==> src/rtl/mmio_fabric_pkg.sv <==
// Shared types and constants for the MMIO bus fabric: FSM states, status-window layout
// and the fixed read-data values returned on failed accesses.
package mmio_fabric_pkg;

   typedef enum logic [1:0] {
      IDLE  = 2'd0,
      WAIT  = 2'd1,
      ABORT = 2'd2
   } state_e;

   localparam int SLOT_IDX_W = 4;

   localparam int ST_BIT_TIMEOUT  = 7;
   localparam int ST_BIT_UNMAPPED = 6;

   localparam logic [7:0] RDATA_UNMAPPED = 8'h00;
   localparam logic [7:0] RDATA_TIMEOUT  = 8'hFF;

   localparam logic [1:0] OFS_FLAGS   = 2'd0;
   localparam logic [1:0] OFS_ADDR_HI = 2'd1;
   localparam logic [1:0] OFS_ADDR_LO = 2'd2;

   function automatic logic [7:0] status_flags_byte(input logic                  timeout,
                                                    input logic                  unmapped,
                                                    input logic [SLOT_IDX_W-1:0] last_slot);
      logic [7:0] b;
      b                  = {4'b0000, last_slot};
      b[ST_BIT_TIMEOUT]  = timeout;
      b[ST_BIT_UNMAPPED] = unmapped;
      return b;
   endfunction

endpackage

==> src/rtl/mmio_addr_decoder.sv <==
// Combinational address decoder: status window first, then the lowest-index slot whose
// (address & mask) equals its base.
module mmio_addr_decoder
   import mmio_fabric_pkg::*;
#(
   parameter int                    N_SLOTS     = 4,
   parameter logic [16*N_SLOTS-1:0] SLOT_BASE   = {16'h4000, 16'h2000, 16'h1000, 16'h1800},
   parameter logic [16*N_SLOTS-1:0] SLOT_MASK   = {16'hC000, 16'hF000, 16'hF000, 16'hFF00},
   parameter logic [15:0]           STATUS_ADDR = 16'h10F0
) (
   input  logic [15:0]           address_i,
   output logic                  slot_hit_o,
   output logic [N_SLOTS-1:0]    slot_sel_o,
   output logic [SLOT_IDX_W-1:0] slot_idx_o,
   output logic                  status_hit_o,
   output logic [1:0]            status_ofs_o
);

   logic [15:0]           status_diff;
   logic                  any_match;
   logic [SLOT_IDX_W-1:0] match_idx;

   assign status_diff  = address_i - STATUS_ADDR;
   assign status_hit_o = (status_diff < 16'd3);
   assign status_ofs_o = status_diff[1:0];

   // NOTE: every variable written in an always_comb gets a default first, otherwise
   // paths that skip the assignment infer a latch.
   always_comb begin
      any_match = 1'b0;
      match_idx = '0;
      // Walk downwards so the lowest matching index is the one left standing.
      for (int k = N_SLOTS - 1; k >= 0; k--) begin
         if ((address_i & SLOT_MASK[16*k +: 16]) == SLOT_BASE[16*k +: 16]) begin
            any_match = 1'b1;
            match_idx = SLOT_IDX_W'(k);
         end
      end
   end

   assign slot_hit_o = any_match & ~status_hit_o;
   assign slot_idx_o = match_idx;
   assign slot_sel_o = slot_hit_o ? (N_SLOTS'(1) << match_idx) : '0;

endmodule

==> src/rtl/mmio_bus_fabric.sv <==
// Routes CPU data accesses to N_SLOTS targets with ready-based wait states, a timeout
// abort, a registered read mux and a 3-byte error/status window.
module mmio_bus_fabric
   import mmio_fabric_pkg::*;
#(
   parameter int                    N_SLOTS     = 4,
   parameter logic [16*N_SLOTS-1:0] SLOT_BASE   = {16'h4000, 16'h2000, 16'h1000, 16'h1800},
   parameter logic [16*N_SLOTS-1:0] SLOT_MASK   = {16'hC000, 16'hF000, 16'hF000, 16'hFF00},
   parameter int                    TIMEOUT     = 15,
   parameter logic [15:0]           STATUS_ADDR = 16'h10F0
) (
   input  logic                   clk,
   input  logic                   rst,
   input  logic [15:0]            address,
   input  logic [7:0]             din,
   input  logic                   w_en,
   input  logic                   r_en,
   output logic [7:0]             dout,
   output logic                   stall,
   output logic                   err_irq,
   output logic [N_SLOTS-1:0]     s_sel,
   output logic                   s_w_en,
   output logic                   s_r_en,
   output logic [15:0]            s_addr,
   output logic [7:0]             s_din,
   input  logic [8*N_SLOTS-1:0]   s_rdata,
   input  logic [N_SLOTS-1:0]     s_ready
);

   localparam int CNT_W    = $clog2(TIMEOUT + 1);
   // Stall cycles so far in WAIT are cnt_q+1 (the IDLE cycle counts); one more unready
   // cycle at cnt_q == ABORT_AT uses up the TIMEOUT budget.
   localparam int ABORT_AT = (TIMEOUT >= 2) ? TIMEOUT - 2 : 0;

   state_e                state_q, state_d;
   logic [CNT_W-1:0]      cnt_q, cnt_d;
   logic [N_SLOTS-1:0]    sel_q, sel_d;
   logic [SLOT_IDX_W-1:0] slot_q, slot_d;
   logic                  wr_q, wr_d;
   logic [7:0]            dout_q, dout_d;
   logic                  err_timeout_q, err_timeout_d;
   logic                  err_unmapped_q, err_unmapped_d;
   logic                  err_irq_q;
   logic [15:0]           err_addr_q, err_addr_d;
   logic [SLOT_IDX_W-1:0] last_slot_q, last_slot_d;

   logic                  dec_hit;
   logic [N_SLOTS-1:0]    dec_sel;
   logic [SLOT_IDX_W-1:0] dec_idx;
   logic                  dec_status;
   logic [1:0]            dec_ofs;

   logic                  access;
   logic                  slot_access;
   logic                  ready_hit;
   logic [7:0]            cur_rdata;
   logic [7:0]            status_rdata;
   logic                  set_timeout, set_unmapped, clear_flags;

   mmio_addr_decoder #(
      .N_SLOTS     (N_SLOTS),
      .SLOT_BASE   (SLOT_BASE),
      .SLOT_MASK   (SLOT_MASK),
      .STATUS_ADDR (STATUS_ADDR)
   ) u_decoder (
      .address_i    (address),
      .slot_hit_o   (dec_hit),
      .slot_sel_o   (dec_sel),
      .slot_idx_o   (dec_idx),
      .status_hit_o (dec_status),
      .status_ofs_o (dec_ofs)
   );

   assign access      = w_en | r_en;
   assign slot_access = access & dec_hit;
   assign ready_hit   = |(s_ready & s_sel);

   always_comb begin
      cur_rdata = '0;
      for (int k = 0; k < N_SLOTS; k++) begin
         if (s_sel[k]) cur_rdata = s_rdata[8*k +: 8];
      end
   end

   always_comb begin
      case (dec_ofs)
         OFS_FLAGS:   status_rdata = status_flags_byte(err_timeout_q, err_unmapped_q, last_slot_q);
         OFS_ADDR_HI: status_rdata = err_addr_q[15:8];
         OFS_ADDR_LO: status_rdata = err_addr_q[7:0];
         default:     status_rdata = '0;
      endcase
   end

   // NOTE: sequential state is updated with non-blocking assignments so every register
   // samples pre-edge values, independent of block ordering.
   always_ff @(posedge clk) begin
      if (rst) state_q <= IDLE;
      else     state_q <= state_d;
   end

   always_comb begin
      state_d = state_q;
      case (state_q)
         IDLE:    if (slot_access && !ready_hit) state_d = WAIT;
         WAIT: begin
            if (ready_hit)                        state_d = IDLE;
            else if (cnt_q >= CNT_W'(ABORT_AT))   state_d = ABORT;
         end
         ABORT:   state_d = IDLE;
         default: state_d = IDLE;
      endcase
   end

   always_comb begin
      s_sel  = '0;
      s_w_en = 1'b0;
      s_r_en = 1'b0;
      stall  = 1'b0;
      case (state_q)
         IDLE: begin
            if (slot_access) begin
               s_sel  = dec_sel;
               s_w_en = w_en;
               s_r_en = ~w_en;
               stall  = ~(|(s_ready & dec_sel));
            end
         end
         WAIT: begin
            s_sel  = sel_q;
            s_w_en = wr_q;
            s_r_en = ~wr_q;
            stall  = ~(|(s_ready & sel_q));
         end
         default: ;
      endcase
   end

   always_comb begin
      cnt_d        = cnt_q;
      sel_d        = sel_q;
      slot_d       = slot_q;
      wr_d         = wr_q;
      dout_d       = dout_q;
      err_addr_d   = err_addr_q;
      last_slot_d  = last_slot_q;
      set_timeout  = 1'b0;
      set_unmapped = 1'b0;
      clear_flags  = 1'b0;
      case (state_q)
         IDLE: begin
            cnt_d = '0;
            if (slot_access) begin
               sel_d  = dec_sel;
               slot_d = dec_idx;
               wr_d   = w_en;
               if (ready_hit && !w_en) dout_d = cur_rdata;
            end else if (access && dec_status) begin
               if (w_en) clear_flags = (dec_ofs == OFS_FLAGS);
               else      dout_d      = status_rdata;
            end else if (access) begin
               set_unmapped = 1'b1;
               err_addr_d   = address;
               if (!w_en) dout_d = RDATA_UNMAPPED;
            end
         end
         WAIT: begin
            cnt_d = cnt_q + CNT_W'(1);
            if (ready_hit && !wr_q) dout_d = cur_rdata;
         end
         ABORT: begin
            set_timeout = 1'b1;
            err_addr_d  = address;
            last_slot_d = slot_q;
            if (!wr_q) dout_d = RDATA_TIMEOUT;
         end
         default: ;
      endcase
      // A new error outranks a clear landing in the same cycle.
      err_timeout_d  = set_timeout  | (err_timeout_q  & ~clear_flags);
      err_unmapped_d = set_unmapped | (err_unmapped_q & ~clear_flags);
   end

   always_ff @(posedge clk) begin
      if (rst) begin
         cnt_q          <= '0;
         sel_q          <= '0;
         slot_q         <= '0;
         wr_q           <= 1'b0;
         dout_q         <= '0;
         err_timeout_q  <= 1'b0;
         err_unmapped_q <= 1'b0;
         err_irq_q      <= 1'b0;
         err_addr_q     <= '0;
         last_slot_q    <= '0;
      end else begin
         cnt_q          <= cnt_d;
         sel_q          <= sel_d;
         slot_q         <= slot_d;
         wr_q           <= wr_d;
         dout_q         <= dout_d;
         err_timeout_q  <= err_timeout_d;
         err_unmapped_q <= err_unmapped_d;
         err_irq_q      <= err_timeout_d | err_unmapped_d;
         err_addr_q     <= err_addr_d;
         last_slot_q    <= last_slot_d;
      end
   end

   assign dout    = dout_q;
   assign err_irq = err_irq_q;
   assign s_addr  = address;
   assign s_din   = din;

endmodule
==> config.mk <==
export PLATFORM = sky130hd
export DESIGN_NAME = mmio_bus_fabric
export DESIGN_NICKNAME = d
export VERILOG_FILES = /design/src/rtl/mmio_fabric_pkg.sv /design/src/rtl/mmio_addr_decoder.sv /design/src/rtl/mmio_bus_fabric.sv
export SDC_FILE = /design/constraint.sdc
export NUM_CORES = 1
export LEC_CHECK = 0
export BUFFER_PORTS_ARGS = -buffer_cell sky130_fd_sc_hd__buf_2
export CORE_ASPECT_RATIO = 0.9
export CORE_MARGIN = 3
export CORE_UTILIZATION = 53
export CTS_BUF_LIST = sky130_fd_sc_hd__clkbuf_16
export CTS_CLUSTER_DIAMETER = 40
export DETAILED_ROUTE_END_ITERATION = 10
export HOLD_SLACK_MARGIN = 0.05
export PLACE_DENSITY = 0.81
export SKIP_LAST_GASP = 1
export SLEW_MARGIN = 10
export SYNTH_ARGS = -nofsm -noshare
export SYNTH_HDL_FRONTEND = slang
export SYNTH_HIERARCHICAL = 1
export SYNTH_SLANG_ARGS = --single-unit
==> constraint.sdc <==
create_clock -name clk -period 5.6 [get_ports clk]
set_clock_uncertainty 0.1 [all_clocks]
set_input_delay 1.68 -clock clk [delete_from_list [all_inputs] [get_ports clk]]
set_output_delay 1.68 -clock clk [all_outputs]
set_load 0.005 [all_outputs]
Word-level counts from Yosys, hierarchy flattened:

Cells that the tools add are included.

* RAM bits: 0
* output and inout bits: 40
* word-level logic and storage cells: 120
* ROM bits: 0
* latch bits: 0
* input port bits: 64
* memories: 0
* register bits after elaboration: 46

* $mul: 0
* reduce and logical (&&, ||, !) cells: 19
* add/sub/neg operators: 2
* bitwise logic cells: 17
* magnitude comparators: 2
* divide/modulo/power cells: 0
* muxes and demuxes: 49
* equality and inequality tests: 19
* shift operators: 1

Operators with widths (count)
* $mux 8: 12
* $mux 16: 3
* $pmux 8 s3: 2
* $pmux 16 s2: 1
* $lt 16x2->1 const B: 1
* $mux 1: 16
* $mux 4: 4
* $pmux 4 s2: 2
* $sub 16x13->16 const B: 1
* $and 4x4->4: 3
* $ne 2x2->1 const B: 6
* $ne 4x4->1 const B: 3
* $reduce_or 4->1: 3
* $mux 2: 5
* $eq 8x5->1 const B: 1
* $reduce_and 7->1: 1
* $eq 2x1->1 const B: 3
* $ne 3x3->1 const B: 2
* $not 1->1: 6
* $pmux 1 s2: 3
* $add 4x1->4 const B: 1
* $and 1x1->1: 4
* $eq 2x2->1 const B: 2
* $eq 4x1->1 const B: 1
* 12 further kinds: 23

Longest topological paths before layout:

Gate-level depths: netlist (run 1).

* depth after elaboration: 16
* gate-level depth with buffers: 10

Hierarchy:

Netlist (run 1), hierarchy kept.

Modules (own cells, without submodules)
* mmio_bus_fabric: instances 1, cells an instance 436, seq. area each 920.9 µm², area each 3390.8 µm²
* mmio_addr_decoder: instances 1, cells an instance 26, seq. area each 0.0 µm², area each 188.9 µm²

Worst setup path after synthesis (run 1):

OpenSTA, ideal clock, no wires.

* path kind: input port to output port
* start: input address[13]
* end: output s_r_en
* data arrival time: 3.333 ns
* path slack: 0.487 ns
* data required time: 3.820 ns
* buffers on the path: 1
* stages: 6
* path through: nand2b_1 -> and3_1 -> a311oi_1 -> o211ai_4 -> buf_2 -> o22ai_1

* word-level cells in the longest chain between the ends: 8
* elaborated cells on any way between the ends: 13

RTL lines
* start, declared: RTL line mmio_bus_fabric.sv:14 `input logic [15:0] address,`
* branches (longest 4 deep; another with $sub 16x13->16)
* $and 1x1->1 (*): RTL line mmio_addr_decoder.sv:41 `assign slot_hit_o = any_match & ~status_hit_o;`
* net dec_hit: RTL line mmio_bus_fabric.sv:47 `logic dec_hit;`
* $and 1x1->1 (*): RTL line mmio_bus_fabric.sv:75 `assign slot_access = access & dec_hit;`
* $mux 1 (*): RTL line mmio_bus_fabric.sv:121 `if (slot_access) begin`
* $pmux 1 s2 (*): RTL line mmio_bus_fabric.sv:119 `case (state_q)`
* end, declared: RTL line mmio_bus_fabric.sv:23 `output logic s_r_en,`

Mark *: on every way through the listed nets, which the timed path passes.

Worst setup path after layout (run 1):

* start: input address[15]
* end: output s_sel[3]

* word-level cells in the longest chain between the ends: 9
* elaborated cells on any way between the ends: 21

RTL lines
* branches (longest 5 deep; another with $sub 16x13->16)
* $and 1x1->1 (*): RTL line mmio_addr_decoder.sv:41
* net dec_hit: RTL line mmio_bus_fabric.sv:47
* $mux 4 or $and 1x1->1 (tied branches): RTL line mmio_addr_decoder.sv:43, mmio_bus_fabric.sv:75
* $mux 4 (*): RTL line mmio_bus_fabric.sv:121
* $pmux 4 s2 (*): RTL line mmio_bus_fabric.sv:119
* end, declared: RTL line mmio_bus_fabric.sv:21 `output logic [N_SLOTS-1:0] s_sel,`

Marked as above.

==> flow_metrics.env, run 1 <==
export IMPL_dp_cells=583
export IMPL_synth_cell_types=63
export IMPL_final_cells=591
export IMPL_cts_tree="yes"
export IMPL_drive_gt1_share_pct=24.01
export IMPL_rsz0062_at_grt="false"
export IMPL_cts_max_level=2
export IMPL_async_flop_share_pct=0
export IMPL_rows=27
export IMPL_worstSkewPairLatency_ns=0.30
export IMPL_cp_end_kind="output pin"
export IMPL_slew_headroom_pct=26.47
export IMPL_ctsResizeCount=0
export IMPL_numClockSinks=46
export IMPL_gr_total_overflow=0
export IMPL_tightest_slew_ns=1.103
export IMPL_finalCritPeriodShare_pct=94.60
export IMPL_status="finished clean"
export IMPL_layout_commonest_cell="buf_2"
export IMPL_fp_dieArea_um2=7778
export IMPL_p_leak_nw=1.647
export IMPL_place_congestion=0.8602
export IMPL_synth_edff_count=0
export IMPL_syn_cell_area_um2=3580
export IMPL_ant_nets=0
export IMPL_grt_max_degree=43
export IMPL_dp_slack_ns=0.3437
export IMPL_power_density_nw_per_um2=216.5
export IMPL_post_drt_via_cell_ratio=6.161
export IMPL_fp_dieH_um=83.97
export IMPL_dr_pass1_iters=5
export IMPL_grt_pass1_vias=3390
export IMPL_cp_max_fo=9
export IMPL_drc_errors=0
export IMPL_ir_drop_v=0.00009964
export IMPL_track_usage_pct=25.17
export IMPL_avgSynthCellArea_um2=7.748
export IMPL_grt_pass1_wl_mm=15.79
export IMPL_post_drt_wl_per_cell_um=16.87
export IMPL_cts_root_buf="clkbuf_16"
export IMPL_ys_warnings_count=6
export IMPL_min_period_ns=5.298
export IMPL_utilization_pct=62.31
export IMPL_hpwl_mm=7.314
export IMPL_crit_type="primary input to output pin"
export IMPL_ios=104
export IMPL_coreArea_um2=6317
export IMPL_hold_violations=0
export IMPL_slew_violations=0
export IMPL_critPathArrivalTime_ns=3.52
export IMPL_die_w_um=92.63
export IMPL_area_growth_pct=9.962
export IMPL_hold_path_class="flop to flop"
export IMPL_drv_cap=0
export IMPL_cp_start_kind="primary input"
export IMPL_postCtsSetupRepairBufs=0
export IMPL_hold_buffers=0
export IMPL_required_ns=3.82
export IMPL_antenna_cells=0
export IMPL_drt_iter0_drc=239
export IMPL_cts_clk_slew_worst_paths_ns=0.07
export IMPL_synth_cells=462
export IMPL_clk_path_buf_depth=2
export IMPL_num_nets_final=574
export IMPL_setup_viol=0
export IMPL_cts_made_buffers=5
export IMPL_fin_ws_ns=0.3023
export IMPL_num_vias=3641
export IMPL_initial_utilization_pct=56.66
export IMPL_fin_setup_tns_ns=0
export IMPL_ys_seq_area_share_pct=25.73
export IMPL_fillers=591
export IMPL_ys_flop_type="dfxtp_1"
export IMPL_fmax_ghz=0.1888
export IMPL_multi_input_area_um2=2187
export IMPL_port_buffers=87
export IMPL_antenna_found_initial=0
export IMPL_drt_wl_total_mm=9.972
export IMPL_final_cell_mix="buf_2, nand2_1, a21oi_1"
export IMPL_yosys_register_bits=46
export IMPL_register_area_um2=920.9
==> final timing paths <==
kind              cells after the start                    start  slack [ns]                   end
setup / recovery                      8              address[15]        0.30              s_sel[3]
hold / removal                        1     dout[3]$_SDFFE_PP0P_        0.36  dout[3]$_SDFFE_PP0P_
hold reg to reg                       1     dout[3]$_SDFFE_PP0P_        0.36  dout[3]$_SDFFE_PP0P_
setup reg to reg                      7  state_q[1]$_SDFFE_PP0P_        2.72  dout[7]$_SDFFE_PP0P_
==> power by group <==
part / leakage [nW] / switching, mW / internal (mW)
Clock: 0.0664 / 0.139 / 0.167
Sequential: 0.375 / 0.0113 / 0.343
Combinational: 1.21 / 0.118 / 0.0740
Total: 1.65 / 0.268 / 0.584
==> worst max-delay path, stage by stage <==
cell and delay (ns):
buf_2 0.15, or4_4 0.55, a2111oi_4 0.24, a311oi_1 0.22, o2111ai_1 0.22, and2_1 0.24
inv_1 0.08, buf_2 0.13
==> cells by family after synthesis <==
logic type	share of synthesized area, %
compound gates	30.41
simple gates	20.10
buf+inv	13.42
flops	25.73
mux	7.550
fa+ha+maj	2.447
other cells	0.1048
xor+xnor	0.2447
==> sequential cells by signal, indices dropped and copies added (netlist names) <==
| name | count |
|---|---|
| sel_q | 4 |
| cnt_q | 4 |
| err_unmapped_q | 1 |
| err_timeout_q | 1 |
| slot_q | 4 |
| dout | 8 |
| err_irq | 1 |
| wr_q | 1 |
| state_q | 2 |
| last_slot_q | 4 |
| err_addr_q | 16 |
==> layer usage <==
metal  wire length (um)  share of wire (%)  vias up  global-route usage, %
li1                   -                  -     1735                      -
met1               4303                 43     1704                  33.59
met2               4579                 46      180                  39.53
met3                863                8.7       22                  6.132
met4                225                2.3        0                  8.788
met5                  0                  0        -                      0
==> cell usage after synthesis, types with 3 or more instances <==
| cell | instances | area share [%] |
|---|---|---|
| a22o_1 | 4 | 0.98 |
| o2bb2ai_1 | 6 | 1.5 |
| o211ai_1 | 7 | 1.5 |
| mux2i_1 | 27 | 7.5 |
| a2111oi_0 | 5 | 1.2 |
| dfxtp_1 | 46 | 26 |
| nand2_1 | 55 | 5.8 |
| a32o_1 | 7 | 2.0 |
| a22oi_1 | 5 | 1.0 |
| clkbuf_1 | 12 | 1.3 |
| inv_1 | 19 | 2.0 |
| nor2_1 | 33 | 3.5 |
| nor3_1 | 11 | 1.5 |
| ha_1 | 7 | 2.4 |
| buf_6 | 5 | 1.6 |
| a211oi_1 | 11 | 2.3 |
| nand3b_1 | 7 | 1.5 |
| o21ai_0 | 7 | 0.98 |
| o31ai_1 | 8 | 1.7 |
| a31oi_1 | 9 | 1.6 |
| a21oi_1 | 49 | 6.9 |
| buf_4 | 32 | 6.7 |
| nor2b_1 | 10 | 1.7 |
| o21ai_2 | 3 | 0.73 |
| buf_2 | 12 | 1.7 |
| and2_1 | 4 | 0.70 |
| o22ai_1 | 5 | 0.87 |
| nand3_1 | 11 | 1.5 |
==> area by class of cell <==
type	instances	area share [%]
multi-input combinational	335	55.56
sequential	46	23.39
timing repair buffer	95	12.59
clock buffer	5	3.179
tap	87	2.765
inverter	20	1.907
clock inverter	3	0.6039
==> through the flow <==
step	hold slack (ns)	cell area [um2]	power, mW
2_1_floorplan	0.3360	3583	0.4971
3_3_place_gp	0.3417	3787	0.5431
3_5_place_dp	0.3508	3787	0.5486
4_1_cts	0.3658	3936	0.8503
5_1_grt	0.3833	3936	0.8889
6_report	0.3638	3936	0.8520
(Power assumes the default switching activity.)
==> run 2: changes to the inputs <==
--- a/config.mk
+++ b/config.mk
@@ -5,6 +5,7 @@
 export SDC_FILE = /design/constraint.sdc
 export NUM_CORES = 1
 export LEC_CHECK = 0
+export ABC_AREA = 0
 export BUFFER_PORTS_ARGS = -buffer_cell sky130_fd_sc_hd__buf_2
 export CORE_ASPECT_RATIO = 0.9
 export CORE_MARGIN = 3
==> constraint.sdc (replaced) <==
create_clock -name clk -period 5.6 [get_ports clk]
set_clock_uncertainty 0.1 [all_clocks]
set_input_delay 1.68 -clock clk [delete_from_list [all_inputs] [get_ports clk]]
set_output_delay 1.68 -clock clk [all_outputs]
set_load 0.1 [all_outputs]
==> flow_metrics.env, run 2 (synthesized netlist as in run 1, its figures left out) <==
export IMPL_cp_num_buf_inv=2
export IMPL_ir_drop_v=0.0001769
export IMPL_slew_violations=0
export IMPL_cp_top_family="simple AND/OR/NAND/NOR gates"
export IMPL_hold_path_class="flop to flop"
export IMPL_drt_iter0_drc=302
export IMPL_gr_total_overflow=0
export IMPL_hold_depth=1
export IMPL_num_nets_final=573
export IMPL_ant_nets=0
export IMPL_numClockSinks=46
export IMPL_antenna_cells=0
export IMPL_worstSkewPairLatency_ns=0.28
export IMPL_fin_setup_tns_ns=0
export IMPL_hpwl_mm=7.348
export IMPL_register_area_um2=920.9
export IMPL_utilization_pct=64.55
export IMPL_critPathArrivalTime_ns=3.60
export IMPL_dp_cells=582
export IMPL_track_usage_pct=25.52
export IMPL_fp_dieArea_um2=7778
export IMPL_grt_max_degree=43
export IMPL_min_period_ns=5.377
export IMPL_critPathMaxStageDelay_ns=0.61
export IMPL_area_growth_pct=13.91
export IMPL_hold_violations=0
export IMPL_final_cell_mix="buf_2, nand2_1, a21oi_1"
export IMPL_hold_buffers=0
export IMPL_cts_made_buffers=5
export IMPL_rsz0062_at_grt="false"
export IMPL_regMostFlops="err_addr_q"
export IMPL_status="finished clean"
export IMPL_num_vias=3648
export IMPL_reg2regPathDepth=7
export IMPL_fmax_ghz=0.1860
export IMPL_path_depth=8
export IMPL_coreArea_um2=6317
export IMPL_cts_tree="yes"
export IMPL_crit_type="primary input to output pin"
export IMPL_required_ns=3.82
export IMPL_finalCritPeriodShare_pct=96.01
export IMPL_cts_root_buf="clkbuf_16"
export IMPL_port_buffers=87
export IMPL_dp_slack_ns=0.2635
export IMPL_initial_utilization_pct=56.66
export IMPL_post_drt_wl_per_cell_um=17.03
export IMPL_setup_viol=0
export IMPL_cp_end_kind="output pin"
export IMPL_largest_reg_flops=16
export IMPL_multi_input_area_um2=2211
export IMPL_fp_dieH_um=83.97
export IMPL_fin_ws_ns=0.2233
export IMPL_power_density_nw_per_um2=239.9
export IMPL_tightest_slew_ns=1.120
export IMPL_slew_headroom_pct=25.31
export IMPL_antenna_found_initial=0
export IMPL_postCtsSetupRepairBufs=0
export IMPL_final_cells=590
export IMPL_clk_path_buf_depth=2
export IMPL_p_leak_nw=1.682
export IMPL_cts_clk_slew_worst_paths_ns=0.07
export IMPL_layout_commonest_cell="buf_2"
export IMPL_path_cells="buf_2, or4b_1, or2_0, o22ai_1, a22oi_2, nand3_1, nand2_2, buf_12"
export IMPL_cp_start_kind="primary input"
export IMPL_place_congestion=0.8813
export IMPL_ios=104
export IMPL_dr_pass1_iters=5
export IMPL_grt_pass1_wl_mm=16.19
export IMPL_drc_errors=0
export IMPL_rows=27
export IMPL_drt_wl_total_mm=10.05
export IMPL_die_w_um=92.63
export IMPL_drv_cap=0
export IMPL_grt_pass1_vias=3390
export IMPL_fillers=541
export IMPL_timing_hold_ws_ns=0.3653
export IMPL_cp_slowest_cell="or4b_1"
export IMPL_cts_max_level=2
export IMPL_cp_max_fo=9
export IMPL_ctsResizeCount=0
export IMPL_drive_gt1_share_pct=24.85
export IMPL_post_drt_via_cell_ratio=6.183
[run 2: cell types whose count changed in the layout (fill, tap and decap cells not counted), sizes merged]
cell / change
clkinvlp: -2
clkinv: +1
buf: -1
bufinv: +1
[run 2: per-stage QoR]
stage               area (um2)  total power [mW]
CTS                       4078            0.9790
finish                    4078            0.9783
detailed placement        3909            0.6407
global placement          3909            0.6366
global route              4078             1.017
floorplan                 3607            0.6017
[run 2: path summary, 6_finish.rpt]
kind | startpoint | end | slack, ns
setup / recovery | address[15] | stall | 0.22
hold / removal | dout[7]$_SDFFE_PP0P_ | dout[7]$_SDFFE_PP0P_ | 0.37
setup reg to reg | state_q[1]$_SDFFE_PP0P_ | dout[3]$_SDFFE_PP0P_ | 2.75
hold reg to reg | dout[7]$_SDFFE_PP0P_ | dout[7]$_SDFFE_PP0P_ | 0.37
[run 2: layout make-up]
| class | instances | area share [%] |
|---|---|---|
| Multi-Input combinational cell | 335 | 54.22 |
| Sequential cell | 46 | 22.58 |
| Clock inverter | 3 | 1.074 |
| Timing Repair Buffer | 94 | 14.54 |
| Inverter | 20 | 1.841 |
| Tap cell | 87 | 2.670 |
| Clock buffer | 5 | 3.068 |
[run 2: per-layer routing]
metal | global-route usage (%) | wire (um) | vias up
met5 | 0 | 0 | -
met4 | 10.39 | 347 | 0
met3 | 5.140 | 806 | 35
met2 | 39.20 | 4581 | 178
met1 | 34.85 | 4311 | 1695
li1 | - | - | 1740
[run 2: power breakdown]
part / total [mW] / switching (mW) / internal (mW)
Clock: 0.340 / 0.129 / 0.211
Combinational: 0.284 / 0.199 / 0.0850
Sequential: 0.354 / 0.0116 / 0.343
Total: 0.978 / 0.339 / 0.639
